==> config.mk <==
export PLATFORM = sky130hd
export DESIGN_NAME = spike_step_sched
export DESIGN_NICKNAME = d
export VERILOG_FILES = /design/src/rtl/spike_step_sched_pkg.sv /design/src/rtl/spike_step_sched.sv
export SDC_FILE = /design/constraint.sdc
export NUM_CORES = 1
export LEC_CHECK = 0
export CORE_MARGIN = 8
export CORE_UTILIZATION = 55
export CTS_CLUSTER_DIAMETER = 80
export DETAILED_ROUTE_END_ITERATION = 12
export PLACE_DENSITY_LB_ADDON = 0.25
export SLEW_MARGIN = 0
export SYNTH_ARGS = -nofsm -noshare
export SYNTH_HDL_FRONTEND = slang
export SYNTH_SLANG_ARGS = --single-unit
==> constraint.sdc <==
create_clock -name clk -period 2.6 [get_ports clk]
set_input_delay 0.65 -clock clk [delete_from_list [all_inputs] [get_ports clk]]
set_output_delay 0.65 -clock clk [all_outputs]
set_load 0.01 [all_outputs]
==> src/rtl/spike_step_sched_pkg.sv <==
// rtl/spike_step_sched_pkg.sv - shared state encodings and encoder frame length for the spike timestep scheduler
package spike_step_sched_pkg;

  typedef enum logic [2:0] {
    S_IDLE,
    S_LAUNCH,
    S_WAIT_ENC,
    S_WAIT_LAYER,
    S_NEXT,
    S_DONE
  } state_e;

  localparam int ENC_FRAME_LEN = 144;

endpackage

==> src/rtl/spike_step_sched.sv <==
// rtl/spike_step_sched.sv - issues N run frames then R rest frames to the LFSR spike encoder
// Optional per-frame watchdog enabled by defining STEP_TIMEOUT_EN.
module spike_step_sched
  import spike_step_sched_pkg::*;
#(
  parameter int STEP_W  = 8,
  parameter int TO_W    = 12,
  parameter int TIMEOUT = 4000
) (
  input  logic              clk,
  input  logic              reset_n,
  input  logic              i_start,
  input  logic [STEP_W-1:0] i_num_steps,
  input  logic [STEP_W-1:0] i_rest_steps,
  input  logic              i_enc_valid,
  input  logic              i_layer_done,
  output logic              o_run,
  output logic              o_rest_run,
  output logic [STEP_W:0]   o_step_idx,
  output logic              o_rest_phase,
  output logic              o_busy,
  output logic              o_done,
  output logic              o_err
);

  state_e              state_q, state_d;
  logic [STEP_W:0]     step_idx_q, step_idx_d;
  logic [STEP_W-1:0]   n_q, n_d;
  logic [STEP_W:0]     total_q, total_d;
  logic                phase_q, phase_d;
  logic                seen_rise_q, seen_rise_d;
  logic                layer_flag_q, layer_flag_d;
  logic                err_q, err_d;
  logic                timeout;
  logic [STEP_W:0]     start_total;

  assign start_total = {1'b0, i_num_steps} + {1'b0, i_rest_steps};

`ifdef STEP_TIMEOUT_EN
  logic [TO_W-1:0] wdog_q, wdog_d;

  // Saturating counter; value k means k cycles have elapsed since LAUNCH.
  always_comb begin
    wdog_d = wdog_q;
    if (state_q == S_LAUNCH) begin
      wdog_d = TO_W'(1);
    end else if ((state_q == S_WAIT_ENC || state_q == S_WAIT_LAYER) && (wdog_q != '1)) begin
      wdog_d = wdog_q + TO_W'(1);
    end
  end

  always_ff @(posedge clk or negedge reset_n) begin
    if (!reset_n) wdog_q <= '0;
    else          wdog_q <= wdog_d;
  end

  assign timeout = (wdog_q >= TO_W'(TIMEOUT - 1));
`else
  assign timeout = 1'b0;
`endif

  always_comb begin
    state_d      = state_q;
    step_idx_d   = step_idx_q;
    n_d          = n_q;
    total_d      = total_q;
    phase_d      = phase_q;
    seen_rise_d  = seen_rise_q;
    layer_flag_d = layer_flag_q;
    err_d        = err_q;
    o_run        = 1'b0;
    o_rest_run   = 1'b0;
    o_done       = 1'b0;

    case (state_q)
      S_IDLE: begin
        if (i_start) begin
          n_d        = i_num_steps;
          total_d    = start_total;
          step_idx_d = '0;
          err_d      = 1'b0;
          if (start_total == '0) begin
            state_d = S_DONE;
            phase_d = 1'b0;
          end else begin
            state_d = S_LAUNCH;
            phase_d = (i_num_steps == '0);
          end
        end
      end
      S_LAUNCH: begin
        if (step_idx_q < {1'b0, n_q}) o_run      = 1'b1;
        else                          o_rest_run = 1'b1;
        seen_rise_d  = 1'b0;
        layer_flag_d = i_layer_done;
        state_d      = S_WAIT_ENC;
      end
      S_WAIT_ENC: begin
        seen_rise_d = seen_rise_q | i_enc_valid;
        if (i_layer_done) layer_flag_d = 1'b1;
        if (seen_rise_q && !i_enc_valid) state_d = S_WAIT_LAYER;
        if (timeout) begin
          state_d = S_DONE;
          phase_d = 1'b0;
          err_d   = 1'b1;
        end
      end
      S_WAIT_LAYER: begin
        if (i_layer_done) layer_flag_d = 1'b1;
        if (layer_flag_q || i_layer_done) state_d = S_NEXT;
        if (timeout) begin
          state_d = S_DONE;
          phase_d = 1'b0;
          err_d   = 1'b1;
        end
      end
      S_NEXT: begin
        step_idx_d = step_idx_q + 1'b1;
        if (step_idx_d == total_q) begin
          state_d = S_DONE;
          phase_d = 1'b0;
        end else begin
          state_d = S_LAUNCH;
          phase_d = (step_idx_d >= {1'b0, n_q});
        end
      end
      S_DONE: begin
        o_done  = 1'b1;
        state_d = S_IDLE;
      end
      default: state_d = S_IDLE;
    endcase
  end

  always_ff @(posedge clk or negedge reset_n) begin
    if (!reset_n) begin
      state_q      <= S_IDLE;
      step_idx_q   <= '0;
      n_q          <= '0;
      total_q      <= '0;
      phase_q      <= 1'b0;
      seen_rise_q  <= 1'b0;
      layer_flag_q <= 1'b0;
      err_q        <= 1'b0;
    end else begin
      state_q      <= state_d;
      step_idx_q   <= step_idx_d;
      n_q          <= n_d;
      total_q      <= total_d;
      phase_q      <= phase_d;
      seen_rise_q  <= seen_rise_d;
      layer_flag_q <= layer_flag_d;
      err_q        <= err_d;
    end
  end

  assign o_step_idx   = step_idx_q;
  assign o_rest_phase = phase_q;
  assign o_busy       = (state_q != S_IDLE);
`ifdef STEP_TIMEOUT_EN
  assign o_err        = err_q;
`else
  assign o_err        = 1'b0;
`endif

endmodule

# ---- After elaboration in Yosys (flattened, before gate mapping)
# Index checks and enable logic that the tools add are counted.
# Widths: inputs -> output; s select.
dict set report classes {
  n_addsub 2
  n_lt_le_gt_ge 2
  n_eq_ne 10
  muxes 20
  bitwise 1
  n_reduce_logical 15
}
# cell count
set op_table {}
lappend op_table {{$pmux 9 s2} 1}
lappend op_table {{$mux 3} 5}
lappend op_table {{$pmux 3 s5} 1}
lappend op_table {{$add 8x8->9} 1}
lappend op_table {{$add 9x1->9 const B} 1}
lappend op_table {{$eq 9x9->1} 1}
lappend op_table {{$ge 9x8->1} 1}
lappend op_table {{$logic_not 9->1} 1}
lappend op_table {{$lt 9x8->1} 1}
lappend op_table {{$mux 1} 9}
lappend op_table {{$mux 9} 1}
lappend op_table {{$logic_not 8->1} 1}
lappend op_table {{$eq 3x2->1 const B} 2}
lappend op_table {{$eq 3x3->1 const B} 2}
lappend op_table {{$ne 2x2->1 const B} 3}
lappend op_table {{$pmux 1 s2} 3}
lappend op_table {{$reduce_and 2->1} 3}
lappend op_table {{$reduce_bool 2->1} 3}
lappend op_table {{$eq 3x1->1 const B} 1}
lappend op_table {{$logic_not 3->1} 1}
lappend op_table {{$reduce_and 3->1} 1}
lappend op_table {{$reduce_bool 3->1} 1}
lappend op_table {{$ne 2x1->1 const B} 1}
lappend op_table {{$reduce_or 2->1} 1}
lappend op_table {{4 further kinds} 4}
dict set report totals {
  ff_bits 32
  in_bits 21
  output_inout_bits 15
  wordCells 57
}

# ---- Longest topological paths before layout
dict set report depth {
  depth_word 5
  mapped_depth 11
  ltp_nobuf 11
}

# ---- Least setup slack after synthesis
# OpenSTA, ideal clock, no wires.
dict set report synth_timing {
  path_type {input port to flip-flop}
  startpoint {input i_num_steps[0]}
  endpoint {register phase_q, in the netlist o_rest_phase}
  setup_ns 0.126
  arrival_ns 2.447
  required_time_ns 2.474
  path_slack_ns 0.027
  stages 8
  n_path_buf 0
  path_cell_list {ha_1 -> fa_1 -> a211o_1 -> o2111ai_1 -> a31oi_1 -> nor4_1 -> nand4_1 -> a221o_1}
}
dict set report synth_between {
  elab_chain_cells 5
  elab_cells_between_ends 6
  classes_between {add/sub (1); mux (3); reduce/logical (2)}
}
# element line
set synth_rtl {}
lappend synth_rtl {{from (decl)} spike_step_sched.sv:13} ;# input logic [STEP_W-1:0] i_num_steps,
lappend synth_rtl {{$add 8x8->9} spike_step_sched.sv:37} ;# assign start_total = {1'b0, i_num_steps} + {1'b0, i_rest_steps};
lappend synth_rtl {{$logic_not 9->1} spike_step_sched.sv:82} ;# if (start_total == '0) begin
lappend synth_rtl {{$mux 1 *} spike_step_sched.sv:82}
lappend synth_rtl {{$mux 1 *} spike_step_sched.sv:77} ;# if (i_start) begin
lappend synth_rtl {{$pmux 1 s2 *} spike_step_sched.sv:75} ;# case (state_q)
lappend synth_rtl {{to (signal assigned)} spike_step_sched.sv:150} ;# phase_q <= phase_d;
lappend synth_rtl {{to (decl)} spike_step_sched.sv:30} ;# logic phase_q, phase_d;
# Mark *: on every way between the ends. The rest lies on a longest branch, timed or not. The select of a mux whose other input is x is not followed.
# A chain may end at the register's enable or synchronous reset.

# ---- Final worst setup path
dict set report layout_timing {
  startpoint {register n_q[1]}
  endpoint {output o_run}
}
dict set report layout_between {
  elab_chain_cells 3
}
# element line
set layout_rtl {}
lappend layout_rtl {{from (decl)} spike_step_sched.sv:28} ;# logic [STEP_W-1:0] n_q, n_d;
lappend layout_rtl {{from (signal assigned)} spike_step_sched.sv:148} ;# n_q <= n_d;
lappend layout_rtl {{$lt 9x8->1} spike_step_sched.sv:92} ;# if (step_idx_q < {1'b0, n_q}) o_run = 1'b1;
lappend layout_rtl {{$mux 1} spike_step_sched.sv:92}
lappend layout_rtl {{$mux 1} spike_step_sched.sv:75}
lappend layout_rtl {{to (decl)} spike_step_sched.sv:17} ;# output logic o_run,
# Every way passes these cells.

==> impl_metrics.yaml <==
sta:
  hold_viol_final: 0
  period_needed_ns: 2.52
  fin_crit_sh_pct: 97.1
  fin_skew_ns: 0.00891
  setup_viol: 0
  rsz0062_at_grt: "true"
  slew_violations: 0
  fmax_mhz: 396
layout:
  post-route-util_pct: 76.7
  final_area_um2: 3300
  drive_gt1_share_pct: 26.3
  num-fill-cells: 302
  multi_input_area_um2: 1620
  fin_nets: 385
  seq_area_um2: 801
  antenna_cells: 0
  area_delta_synth_final_pct: 35.7
  fin_cells: 390
die:
  fp.dieW_um: 82.5
  fp.dieH_um: 82.5
  ios: 36
  start_util_pct: 56.6
  design.core.area_um2: 4290
  rows: 24
  die_area_um2: 6800
global_routing:
  grt-ovfl-total: 0
  first_global_vias: 2381
  grt_max_degree: 33
  antenna_found_initial: 0
  gr-usage-all-layers_pct: 20.3
  grt_pass1_wl_um: 10900
routing:
  num_vias: 2292
  viasPerCell: 5.88
  ant_nets: 0
  drc: 0
  drt_iter0_drc: 253
  firstDrtPassIters: 4
  wl_um: 6430
  wire_per_inst_um: 16.5
clock_tree:
  htree_levels: 2
  cts_tree: "done"
  numCtsBuffers: 5
  clock_sinks: 32
  clkLatencyLatePin_ns: 0.28
  clockBufferDepth: 2
  clkTransAtPathRegs_ns: 0.06
  clockRootBuffer: "clkbuf_8"
worst_setup_path:
  r2r_cells: 12
  crit_path_end_kind: "primary output"
  path_cells: "inv_2, ha_4, nor2b_4, o21a_1, o21ai_2, a21oi_2, o21ai_2, a22o_1, buf_2"
  r2r_slack_ns: 0.12
  startpoint_type: "flip-flop"
  crit_slowest_cell: "dfrtp_1"
  r2r-end: "o_rest_phase"
  max_stage_delay_ns: 0.38
  crit_path_end: "o_run"
  cp-startpoint: "n_q[1]"
  timing.rr.start: "o_step_idx[1]"
  timing_worst_setup_path_type: "flip-flop to primary output"
  crit_arrival_ns: 1.87
  critPathMostFrequentCell: "o21ai_2"
  crit_required_ns: 1.95
  cp_max_fo: 2
synthesis:
  synth_area_um2: 2430
  ys.flop_type: "dfrtp_1"
  synth_cell_types: 47
  syn_nets: 311
  synthCells: 264
  async_reset_ff_share_pct: 100
  synth_seq_cells: 32
  ys_warn_count: 0
  seq_area_frac_synth_pct: 33.0
  synth-edff-count: 0
  avgSynthCellArea_um2: 9.20
place:
  place_congestion: 0.880
  port_buffers: 34
  placed_cells: 381
  dp_hpwl_um: 4790
  dpl_cell_area_um2: 3100
run:
  max-cap-violations: 0
worst_hold_path:
  hold_class: "flip-flop to flip-flop"
status:
  outcome: "finished clean"
pwr:
  p_leak_nw: 1.51
  power_mw: 3.14
  p_per_area_nw_per_um2: 954
  irDropWorstVdd_uv: 485
## cell type report
type | instances | share of cell area (%)
Tap cell | 52 | 1.97
Clock buffer | 7 | 2.92
Sequential cell | 32 | 24.3
Timing Repair Buffer | 78 | 19.9
Multi-Input combinational cell | 206 | 49.2
Inverter | 15 | 1.71
## critical path, delay by kind of cell (launching register included)
family	cells	cell delay, ns
flip-flops	1	0.38
buffers and inverters	2	0.22
AND/OR/NAND/NOR	1	0.12
adder cells (fa/ha/maj)	1	0.20
AO/OA/AOI/OAI	5	0.68
## flip-flops by register name, indices dropped and copies added (netlist names)
register      count
state_q           3
seen_rise_q       1
o_rest_phase      1
n_q               8
layer_flag_q      1
total_q           9
o_step_idx        9
## report_power, final
group | internal [mW] | switching (mW) | leakage [nW] | total (mW)
Sequential | 0.713 | 0.156 | 0.400 | 0.869
Clock | 0.236 | 0.180 | 0.0503 | 0.415
Combinational | 0.915 | 0.945 | 1.06 | 1.86
## synth_stat cells (all sizes together), types with 2 or more instances
| cell | instances | area (um^2) |
|---|---|---|
| nand3 | 17 | 90.1 |
| clkbuf | 7 | 27.5 |
| a21oi | 11 | 55.1 |
| nand4 | 4 | 40.0 |
| nor3b | 2 | 15.0 |
| nor4 | 3 | 18.8 |
| mux2 | 14 | 158 |
| xnor2 | 14 | 123 |
| a31oi | 5 | 31.3 |
| and2 | 3 | 18.8 |
| nor3 | 6 | 30.0 |
| a211o | 2 | 17.5 |
| nand2 | 20 | 75.1 |
| xor2 | 7 | 61.3 |
| a211oi | 3 | 22.5 |
| a22o | 2 | 17.5 |
| a21o | 2 | 15.0 |
| o2111ai | 2 | 17.5 |
| o211ai | 2 | 15.0 |
| inv | 15 | 56.3 |
| buf | 4 | 22.5 |
| o21ai | 18 | 90.1 |
| o21a | 4 | 30.0 |
| ha | 25 | 313 |
| mux2i | 2 | 20.0 |
| dfrtp | 32 | 801 |
| or3 | 2 | 12.5 |
| nor2 | 20 | 75.1 |
| o41ai | 2 | 17.5 |
## worst min-delay path by stage
stage	start	end	slack, ns	cells after the start
floorplan	reset_n	layer_flag_q	0.35	0
global placement	n_q[4]	n_q[4]	0.49	1
detailed placement	n_q[1]	n_q[1]	0.50	1
CTS	n_q[2]	n_q[2]	0.52	1
global route	total_q[5]	total_q[5]	0.55	2
finish	n_q[2]	n_q[2]	0.52	1
## layout by cell type, fill, tap and decap left out, drive strengths merged, types with 4 or more instances in the layout
| master | netlist | routed |
|---|---|---|
| clkbuf | 7 | 8 |
| o21ai | 18 | 18 |
| nor3 | 6 | 6 |
| buf | 4 | 46 |
| dfrtp | 32 | 32 |
| inv | 15 | 15 |
| mux2 | 14 | 14 |
| xor2 | 7 | 7 |
| o21a | 4 | 4 |
| nor2 | 20 | 20 |
| nand4 | 4 | 4 |
| xnor2 | 14 | 14 |
| a31oi | 5 | 5 |
| a21oi | 11 | 11 |
| ha | 25 | 25 |
| nand2 | 20 | 20 |
| clkdlybuf4s50 | 0 | 28 |
| nand3 | 17 | 17 |
## layer usage
| layer | share of wire, % | track usage [%] | vias up |
|---|---|---|---|
| li1 | - | - | 1095 |
| met1 | 40 | 24.9 | 1078 |
| met2 | 51 | 33.9 | 96 |
| met3 | 6.1 | 4.00 | 23 |
| met4 | 3.5 | 8.77 | 0 |
| met5 | 0 | 0 | - |
## repair_timing
item	4_1_cts	5_1_grt
hold endpoints to repair	0	0
resized for setup	19	18
buffers inserted	2	0
setup endpoints to repair	4	4
hold buffers	0	0
pin swaps	11	13
## cell families (layout without fill, tap and decap cells)
group           count (synthesis)  after routing  share of synthesized area (%)
fa+ha+maj                      26             26                           13.7
simple gates                   82             82                           17.1
other cells                     1              1                          0.154
mux                            16             16                           7.32
buf+inv                        26            100                           4.38
xor+xnor                       22             22                           8.55
flops                          32             32                           33.0
compound gates                 59             59                           15.9
## metrics by stage
stage | worst slack, ns | hold slack, ns | setup TNS (ns)
2_1_floorplan | 0.0274 | 0.354 | 0
3_3_place_gp | -0.556 | 0.488 | -1.61
3_5_place_dp | -0.580 | 0.502 | -2.01
4_1_cts | 0.00402 | 0.519 | 0
5_1_grt | -0.0384 | 0.546 | -0.0714
6_report | 0.0761 | 0.519 | 0
Power figures use the tool's default switching activity.
